===== src/rtl/sram_ctrl_pkg.sv =====
// sram_ctrl_pkg: shared constants for the accelerator SRAM port
package sram_ctrl_pkg;
    localparam int ADDR_WIDTH = 12;
    localparam int DATA_WIDTH = 32;
    localparam int ID_W = 2;
    typedef logic [1:0] bank_t;
    typedef logic [ID_W-1:0] req_id_t;
    localparam bank_t BANK_FEAT = 2'd0;
    localparam bank_t BANK_AUX = 2'd1;
    localparam bank_t BANK_WGT = 2'd2;
    localparam bank_t BANK_ILL = 2'd3;
    localparam req_id_t REQ_LOADER = 2'd0;
    localparam req_id_t REQ_CONV = 2'd1;
    localparam req_id_t REQ_WLOAD = 2'd2;
endpackage


===== src/rtl/rr_arbiter3.sv =====
// rr_arbiter3: three-way round-robin pick, searching from ptr upward mod 3
module rr_arbiter3 (
    input  logic [2:0] valid,
    input  logic [1:0] ptr,
    output logic [2:0] grant,
    output logic [1:0] id
);
    logic [1:0] p1, p2;
    assign p1 = ptr == 2'd2 ? 2'd0 : ptr + 2'd1;
    assign p2 = p1 == 2'd2 ? 2'd0 : p1 + 2'd1;
    assign id = valid[ptr] ? ptr : valid[p1] ? p1 : p2;
    assign grant = |valid ? 3'b001 << id : 3'b000;
endmodule


===== src/rtl/sram_port_arbiter.sv =====
// sram_port_arbiter: round-robin share of one SRAM port among three requesters,
// registered SRAM drive and a two-stage tag pipeline for read returns
module sram_port_arbiter #(
    parameter int NREQ = 3,
    parameter int ADDR_WIDTH = 12,
    parameter int DATA_WIDTH = 32
) (
    input  logic                       CK,
    input  logic                       RST,
    input  logic                       arb_en,
    input  logic [NREQ-1:0]            req_valid,
    output logic [NREQ-1:0]            req_ready,
    input  logic [NREQ-1:0]            req_we,
    input  logic [2*NREQ-1:0]          req_bank,
    input  logic [ADDR_WIDTH*NREQ-1:0] req_addr,
    input  logic [DATA_WIDTH*NREQ-1:0] req_wdata,
    output logic                       rsp_valid,
    output logic [1:0]                 rsp_id,
    output logic [DATA_WIDTH-1:0]      rsp_data,
    output logic                       err_bank,
    output logic                       busy,
    output logic                       sram_csn,
    output logic [3:0]                 sram_wen,
    output logic [ADDR_WIDTH-1:0]      sram_addr,
    output logic [DATA_WIDTH-1:0]      sram_din,
    input  logic [DATA_WIDTH-1:0]      sram_dout
);
    import sram_ctrl_pkg::*;
    logic [NREQ-1:0] grant;
    req_id_t id, p, t1_id, t2_id;
    bank_t bank;
    logic hs, we, t1_v, t2_v;
    rr_arbiter3 u_arb (.valid(req_valid), .ptr(p), .grant(grant), .id(id));
    assign req_ready = arb_en && !RST ? grant : '0;
    assign hs = |req_ready;
    assign we = req_we[id];
    assign bank = req_bank[int'(id)*2 +: 2];
    assign rsp_valid = t2_v;
    assign rsp_id = t2_id;
    assign rsp_data = sram_dout;
    assign busy = !sram_csn || t1_v || t2_v;
    always_ff @(posedge CK or posedge RST)
        if (RST) begin
            p <= REQ_LOADER;
            sram_csn <= 1'b1;
            sram_wen <= 4'hF;
            sram_addr <= '0;
            sram_din <= '0;
            err_bank <= 1'b0;
            t1_v <= 1'b0;
            t2_v <= 1'b0;
            t1_id <= '0;
            t2_id <= '0;
        end else begin
            p <= hs ? (id == REQ_WLOAD ? REQ_LOADER : id + 2'd1) : p;
            sram_csn <= !hs;
            // bank 3 writes still select the SRAM but strobe no bank
            sram_wen <= hs && we && bank != BANK_ILL ? ~(4'b0001 << bank) : 4'hF;
            sram_addr <= hs ? req_addr[int'(id)*ADDR_WIDTH +: ADDR_WIDTH] : sram_addr;
            sram_din <= hs ? req_wdata[int'(id)*DATA_WIDTH +: DATA_WIDTH] : sram_din;
            err_bank <= hs && we && bank == BANK_ILL;
            t1_v <= hs && !we;
            t1_id <= id;
            t2_v <= t1_v;
            t2_id <= t1_id;
        end
endmodule


===== config.mk =====
export PLATFORM = sky130hd
export DESIGN_NAME = sram_port_arbiter
export DESIGN_NICKNAME = d
export VERILOG_FILES = /design/src/rtl/sram_ctrl_pkg.sv /design/src/rtl/rr_arbiter3.sv /design/src/rtl/sram_port_arbiter.sv
export SDC_FILE = /design/constraint.sdc
export NUM_CORES = 1
export LEC_CHECK = 0
export ABC_AREA = 1
export CELL_PAD_IN_SITES_DETAIL_PLACEMENT = 1
export CELL_PAD_IN_SITES_GLOBAL_PLACEMENT = 1
export CORE_ASPECT_RATIO = 1.75
export CORE_MARGIN = 4
export CORE_UTILIZATION = 20
export DETAILED_ROUTE_END_ITERATION = 12
export PLACE_DENSITY_LB_ADDON = 0.15
export SYNTH_ARGS = -nofsm -noshare
export SYNTH_HDL_FRONTEND = slang
export SYNTH_SLANG_ARGS = --single-unit

===== constraint.sdc =====
create_clock -name CK -period 3.8 [get_ports CK]
set_input_delay 0.95 -clock CK [delete_from_list [all_inputs] [get_ports CK]]
set_output_delay 0.95 -clock CK [all_outputs]
set_load 0.01 [all_outputs]

## After elaboration in Yosys (flattened, before gate mapping)

Cells that the tools add are included.

| word-level totals | value |
|---|---|
| bits in registers | 58 |
| input bits | 179 |
| logic and storage cells | 55 |

| operators by class | value |
|---|---|
| add/sub/neg operators | 3 |
| multipliers | 1 |
| magnitude comparators | 3 |
| eq/ne operators | 5 |
| shifts and indexed selects | 5 |
| muxes and demuxes | 14 |
| bitwise operators | 1 |
| reductions and logical operators | 13 |

Operators by type and width:

| cell | count |
|---|---|
| 96-bit by 8-bit indexed part select with 32-bit output | 1 |
| 36-bit by 7-bit indexed part select with 12-bit output | 1 |
| 2-bit two-way mux | 5 |
| 2-bit by 3-bit < comparator with 1-bit output (second input constant) | 3 |
| 2-bit equality test (second input constant) | 4 |
| 2-bit by 1-bit adder with 2-bit output (second input constant) | 3 |
| 1-bit binary-select mux with 2-bit select | 3 |
| 3-bit two-way mux | 2 |
| 3-bit OR reduction | 2 |
| 6-bit by 4-bit indexed part select with 2-bit output | 1 |
| 1-bit logical AND | 5 |
| 1-bit logical NOT | 4 |
| 2-bit by 2-bit multiplier with 4-bit output (second input constant) | 1 |
| 4-bit two-way mux | 1 |
| 4-bit inverter | 1 |
| 1-bit by 2-bit << shifter with 4-bit output (first input constant) | 1 |
| 1-bit two-way mux | 3 |
| 1-bit by 2-bit << shifter with 3-bit output (first input constant) | 1 |
| 1-bit logical OR | 2 |
| 2-bit != test (second input constant) | 1 |

## Logic depth before layout (Yosys ltp)

Gate-level depths: netlist (run 1).

| depth | value |
|---|---|
| depth after elaboration | 13 |
| depth in mapped cells | 12 |

## Cells and area by module

From an unflattened synthesis (run 1), not the netlist that was laid out.

| unflattened totals | value |
|---|---|
| cell total of the unflattened synthesis | 502 |
| area total of the unflattened synthesis | 3423.3 um^2 |

Modules (own cells, without submodules):

| module | times used | cells each | area an instance (um^2) | seq. area each (um^2) |
|---|---|---|---|---|
| sram_port_arbiter | 1 | 476 | 3294.4 | 1457.6 |
| rr_arbiter3 | 1 | 26 | 128.9 | 0.0 |

## Worst setup path before layout (run 1)

OpenSTA, ideal clock, no wires.

| timing | value |
|---|---|
| path kind | input-to-output |
| from | in RST |
| to | out req_ready[2] |
| data arrival time | 2.958 ns |
| required time | 2.850 ns |
| path slack | -0.108 ns |
| stages | 6 |
| buffers on the path | 1 |
| path through | inv_1 > nand2_1 > nor2_1 > inv_1 > clkbuf_1 > nor2_1 |

| between the ends | value |
|---|---|
| cells in the longest elaborated chain, start to end | 3 |

Ends and longest elaborated chain:

| element | line | RTL |
|---|---|---|
| start, declared | sram_port_arbiter.sv:9 | `input logic RST,` |
| 1-bit logical NOT (no source line) | - |  |
| 1-bit logical AND | sram_port_arbiter.sv:34 | `assign req_ready = arb_en && !RST ? grant : '0;` |
| 3-bit two-way mux | sram_port_arbiter.sv:34 |  |
| end, declared | sram_port_arbiter.sv:12 | `output logic [NREQ-1:0] req_ready,` |

No other way between the ends.

## Worst setup path after layout (run 1)

| timing | value |
|---|---|
| from | in req_valid[2] |
| to | out req_ready[0] |

| between the ends | value |
|---|---|
| cells in the longest elaborated chain, start to end | 7 |
| elaborated cells between the ends (all ways) | 10 |

Ends and longest elaborated chain:

| element | line | RTL |
|---|---|---|
| start, declared | sram_port_arbiter.sv:11 | `input logic [NREQ-1:0] req_valid,` |
| 1-bit binary-select mux with 2-bit select | rr_arbiter3.sv:11 | `assign id = valid[ptr] ? ptr : valid[p1] ? p1 : p2;` |
| 1-bit two-way mux (not written as such) | rr_arbiter3.sv:11 |  |
| 2-bit two-way mux (2 in series) | rr_arbiter3.sv:11 |  |
| 1-bit by 2-bit << shifter with 3-bit output | rr_arbiter3.sv:12 | `assign grant = \|valid ? 3'b001 << id : 3'b000;` |
| 3-bit two-way mux * | rr_arbiter3.sv:12 |  |
| 3-bit two-way mux * | sram_port_arbiter.sv:34 |  |

Mark *: on every way between the ends. The rest lies on a longest branch, timed or not. The select of a mux whose other input is x is not followed.

==> results of run 1 <==
==> logic make-up after synthesis <==
family | count (synthesis)
AND/OR/NAND/NOR | 371
buffers and inverters | 98
flip-flops | 58
AO/OA/AOI/OAI | 29
other | 1
==> sequential cells by signal, indices dropped and copies added, names as in the netlist, 2 cells and up <==
name / flops
sram_din: 32
sram_addr: 12
sram_wen: 4
p: 2
rsp_id: 2
t1_id: 2
==> path summary, 6_finish.rpt <==
| path | from | endpoint | slack (ps) | depth (start not counted) |
|---|---|---|---|---|
| hold reg to reg | t1_id[0]$_DFF_PP0_ | rsp_id[0]$_DFF_PP0_ | 350 | 0 |
| setup reg to reg | p[1]$_DFFE_PP0P_ | sram_din[1]$_DFFE_PP0P_ | 1710 | 11 |
| max in group asynchronous | RST | sram_din[14]$_DFFE_PP0P_ | 1870 | 4 |
| min in group asynchronous | RST | sram_addr[5]$_DFFE_PP0P_ | 1050 | 3 |
| hold / removal | t1_id[0]$_DFF_PP0_ | rsp_id[0]$_DFF_PP0_ | 350 | 0 |
| setup / recovery | req_valid[2] | req_ready[0] | 160 | 10 |
==> cell usage after synthesis <==
library cell	count
a21oi_1	17
a21oi_2	10
and2_4	1
buf_2	6
buf_4	36
buf_6	6
clkbuf_1	9
conb_1	1
dfrtp_1	53
dfstp_2	5
inv_1	37
inv_2	3
inv_4	1
nand2_1	319
nand2_4	3
nand3_1	4
nand3_4	2
nand3b_1	1
nor2_1	28
nor2_2	10
nor2_4	1
nor3_1	1
o21ai_0	1
o21bai_1	1
or3b_2	1
==> where the power goes <==
group	internal [mW]	switching, mW
Sequential	0.840	0.118
Clock	0.592	0.285
Combinational	0.826	1.04
Total	2.26	1.44
==> metrics by stage <==
stage          power (mW)  utilization, %  hold slack, ps  worst slack (ps)
2_1_floorplan        2.02               -             331               368
3_3_place_gp         2.87            31.5             332               197
3_5_place_dp         2.90            31.5             339               142
4_1_cts              3.81            33.3             351               139
5_1_grt              4.03            33.3             359              57.0
6_report             3.70            33.3             346               164
==> routing by layer <==
metal / GRT usage, % / wire [um]
met1: 14.8 / 5320
met2: 28.8 / 8610
met3: 3.07 / 809
met4: 7.02 / 612
met5: 0 / 0
==> cell type report <==
type	instances	area share (%)
Inverter	41	2.65
Clock inverter	6	1.49
Sequential cell	58	24.1
Timing Repair Buffer	213	34.9
Clock buffer	10	3.96
Tap cell	234	4.85
Multi-Input combinational cell	401	28.0
==> impl_metrics.ini, run 1 <==
[outcome]
outcome = finished clean

[floorplan]
start_util_pct = 20.4
die_area_mm2 = 0.0208
ioPinCount = 268
fp.dieH_um = 188
std_cell_rows = 65
die_x_um = 111
core-area_mm2 = 0.0181

[cts]
root_buffer = clkbuf_16
cts.path.max_buffers = 2
insertion_delay_ps = 320
cts_sinks = 58
tritoncts = built
clk_pin_slew_ps = 50
cts.repair.resized = 0
numCtsBuffers = 9
post_cts.repair.setup_buffers = 0
htree_levels = 3
cts_hold_buf = 0

[synthesis]
yosysWarnings = 0
synthAdderAreaFrac_pct = 0
syn_area_mm2 = 0.00370
yosys.area_share.xor_xnor_pct = 0
yosysTopAreaCell = dfrtp_1
yosysTopAreaCellShare_pct = 35.8
synth_seq_area_share_pct = 39.4
synth-seq-cells = 58
synth_nets = 736
yosysUniqueCellTypes = 25
synthMuxAreaShare_pct = 0
yosys.area_share.simple_pct = 40.4
netlist_top_cells_area = dfrtp_1 36%, nand2_1 32%, buf_4 7.3%
synth_area_per_cell_um2 = 6.64
synth_cells = 557
synth_top_family_by_area = simple AND/OR/NAND/NOR gates
synth_compound_area_share_pct = 5.01

[placed_design]
gp_congestion = 0.775
dpl.hpwl_mm = 11.9
io_buffers = 203
dp.cells = 947
place_area_mm2 = 0.00571

[run]
max-cap-violations = 0

[finish]
diodes = 0
fill_cells = 2268
final_cell_count_no_fill = 963
area_delta_synth_final_pct = 63.2
multi_input_area_mm2 = 0.00169
layout_common_cells = 319 x nand2_1, 203 x clkdlybuf4s50_1, 53 x dfrtp_1
final_area_mm2 = 0.00604
layout.nets = 903
seq_area_mm2 = 0.00146
final_common_cell = nand2_1
layout-drive-gt1-share_pct = 9.05

[global_routing]
grt-ovfl-total = 0
grt_pass1_vias = 4326
grt_antenna_before_repair = 0
grt_usage_pct = 14.9
grt_start_max_net_pins = 55
grt_first_pass_wirelength_mm = 24.2

[setup_path]
cp-end-kind = primary output
slowest_delay_ps = 540
path_max_fanout = 5
critical_path_arrival_ps = 2690
crit_slowest_cell = clkdlybuf4s50_1
start_kind = input port
critical_path_class = in2out
critical-path-top-delay-family = buffers and inverters
path_cells = clkdlybuf4s50_1 -> inv_1 -> nand2_1 -> nand3_4 -> nand2_4 -> nand3_4 -> inv_2 -> nand2_1 -> inv_1 -> clkdlybuf4s50_1
crit_required_ps = 2850
critPathBufInv = 5

[sta]
period_share_pct = 95.7
maxSlewViolCount = 0
max_freq_mhz = 275
finalClockSkew_ps = 5.86
setup_viol = 0
tightest_slew_ps = 708
setup_tns_ps = 0
relSlewSlack_pct = 52.8
grt_setup_unrepaired = false
finalCriticalPeriod_ps = 3640
hold_violations = 0

[pwr]
ir_worst_vdd_mv = 0.257
p_per_area_mw_per_mm2 = 613
cellLeakagePower_nw = 3.02

[routing]
vias = 3946
drt-initial-drc-count = 116
drt_pass1_iterations = 3
wl_per_cell_um = 15.9
drc = 0
viasPerCell = 4.10
drtAntennaViolNets = 0
finalWirelength_mm = 15.4

[hold_path]
hold_class = reg2reg
Power figures use the tool's default switching activity.
==> run 2, diff against run 1 <==
--- a/config.mk
+++ b/config.mk
@@ -9,10 +9,12 @@
 export CELL_PAD_IN_SITES_DETAIL_PLACEMENT = 1
 export CELL_PAD_IN_SITES_GLOBAL_PLACEMENT = 1
 export CORE_ASPECT_RATIO = 1.75
-export CORE_MARGIN = 4
+export CORE_MARGIN = 1
 export CORE_UTILIZATION = 20
 export DETAILED_ROUTE_END_ITERATION = 12
 export PLACE_DENSITY_LB_ADDON = 0.15
+export REMOVE_ABC_BUFFERS = 1
+export SKIP_LAST_GASP = 1
 export SYNTH_ARGS = -nofsm -noshare
 export SYNTH_HDL_FRONTEND = slang
 export SYNTH_SLANG_ARGS = --single-unit
==> run 2 against run 1 <==
Effect of this change:
- register-to-register slack about the same
- via count is 0.53% higher
- hold slack got worse by 2.1 ps
- wire length down 3.0%
- critical endpoint is now req_ready[2]
==> impl_metrics.ini, run 2 (same netlist as run 1, synthesis figures left out) <==
[routing]
drtAntennaViolNets = 0
drt-initial-drc-count = 72
vias = 3967
drt_pass1_iterations = 4
finalWirelength_mm = 14.9
wl_per_cell_um = 15.5
viasPerCell = 4.12
drc = 0

[placed_design]
dpl.hpwl_mm = 11.8
gp_congestion = 0.755
io_buffers = 203
place_area_mm2 = 0.00571

[sta]
setup_tns_ps = 0
finalClockSkew_ps = 8.97
tightest_slew_ps = 786
setup_viol = 0
relSlewSlack_pct = 47.6
max_freq_mhz = 273
hold_violations = 0
period_share_pct = 96.3
grt_setup_unrepaired = false
finalCriticalPeriod_ps = 3660
maxSlewViolCount = 0

[global_routing]
grt_antenna_before_repair = 0
grt_start_max_net_pins = 59
grt_usage_pct = 15.7
grt_first_pass_wirelength_mm = 22.8
grt_pass1_vias = 4254
grt-ovfl-total = 0

[pwr]
p_per_area_mw_per_mm2 = 588
power_mw = 3.51
ir_worst_vdd_mv = 0.329
cellLeakagePower_nw = 3.00

[finish]
top_register = sram_din
layout-drive-gt1-share_pct = 8.78
final_area_mm2 = 0.00597
diodes = 0
layout_common_cells = 319 x nand2_1, 203 x clkdlybuf4s50_1, 53 x dfrtp_1
layout.nets = 903
largest_reg_flops = 32
top_regs = sram_din x32, sram_addr x12, sram_wen x4
area_delta_synth_final_pct = 61.4
fill_cells = 2265
final_common_cell = nand2_1

[hold_path]
hold_class = reg2reg

[cts]
cts_hold_buf = 0
cts.repair.resized = 0
htree_levels = 3
tritoncts = built
post_cts.repair.setup_buffers = 0
cts.path.max_buffers = 2
numCtsBuffers = 9
root_buffer = clkbuf_16
insertion_delay_ps = 320
cts_sinks = 58
clk_pin_slew_ps = 50

[setup_path]
cp_num_cells = 8
start_kind = input port
path_max_fanout = 2
rrSetupSlack_ps = 1720
reg2reg_to = err_bank$_DFF_PP0_
crit_slowest_cell = clkdlybuf4s50_1
crit_path_end = req_ready[2]
path_cells = clkdlybuf4s50_1 -> nor2_1 -> and2_4 -> nand2_4 -> nand2_4 -> inv_2 -> nor2_1 -> clkdlybuf4s50_1
r2r_cells = 9
slowest_delay_ps = 570
cp-end-kind = primary output
critical_path_arrival_ps = 2710
critPathBufInv = 3
critical_path_class = in2out
critPathLaunch = req_valid[1]
crit_required_ps = 2850
critical-path-top-delay-family = buffers and inverters
reg2reg_from = p[1]$_DFFE_PP0P_

[outcome]
outcome = finished clean

[floorplan]
fp.dieH_um = 182
die_area_mm2 = 0.0191
start_util_pct = 20.5
ioPinCount = 268
core-area_mm2 = 0.0181
std_cell_rows = 65
die_x_um = 105

[run]
max-cap-violations = 0
==> run 2: cell types whose count changed in the layout (fill, tap and decap cells not counted), sizes merged <==
cell      delta
bufinv       -2
clkbuf       +2
clkinvlp     -2
clkinv       +1
inv          +1
==> run 2: worst reg2reg max path, cell delays in order, from the launching register on <==
cell     delay, ps
dfrtp_1        440
nor2_1         260
and2_4         210
nand2_4         70
nand2_4         70
buf_4          520
nand2_1        150
nand2_1        150
nand2_1         60
nor2_1          80
==> run 2: how the worst min path moves through the flow <==
| stage | from | endpoint | slack (ps) | cells after the start |
|---|---|---|---|---|
| after floorplan | t1_id[0]$_DFF_PP0_ | rsp_id[0]$_DFF_PP0_ | 330 | 0 |
| after global placement | t1_id[1]$_DFF_PP0_ | rsp_id[1]$_DFF_PP0_ | 330 | 0 |
| after detailed placement | t1_id[1]$_DFF_PP0_ | rsp_id[1]$_DFF_PP0_ | 340 | 0 |
| after CTS | t1_id[1]$_DFF_PP0_ | rsp_id[1]$_DFF_PP0_ | 350 | 0 |
| after global routing | t1_id[1]$_DFF_PP0_ | rsp_id[1]$_DFF_PP0_ | 360 | 0 |
| final | t1_id[1]$_DFF_PP0_ | rsp_id[1]$_DFF_PP0_ | 340 | 0 |
==> run 2: report_power, final <==
part	total (mW)	leakage (nW)	switching [mW]	internal (mW)
Combinational	1.83	2.15	1.01	0.825
Sequential	0.959	0.720	0.119	0.841
Clock	0.722	0.136	0.268	0.454
Total	3.51	3.00	1.39	2.12
==> run 2: metrics by stage <==
step	hold WS, ps	std cells	worst slack [ps]	utilization (%)
floorplan	331	500	-2470	-
global placement	332	947	216	31.6
detailed placement	336	947	124	31.6
finish	344	963	141	33.1
CTS	347	963	109	33.1
global route	358	963	56.0	33.1
==> run 2: per-layer routing <==
metal	routed length (um)	global-route usage, %	vias to the layer above
li1	-	-	1951
met3	1040	5.49	13
met2	8020	29.4	154
met5	57	2.91	-
met4	260	4.90	2
met1	5520	16.0	1847
==> run 2: final cells by class <==
class                           count  area (um2)  area share, %
Timing Repair Buffer              213        2110           35.3
Multi-Input combinational cell    401        1690           28.3
Sequential cell                    58        1460           24.4
Tap cell                          234         293           4.90
Clock buffer                       12         246           4.13
Inverter                           41         156           2.62
Clock inverter                      4        20.0          0.335
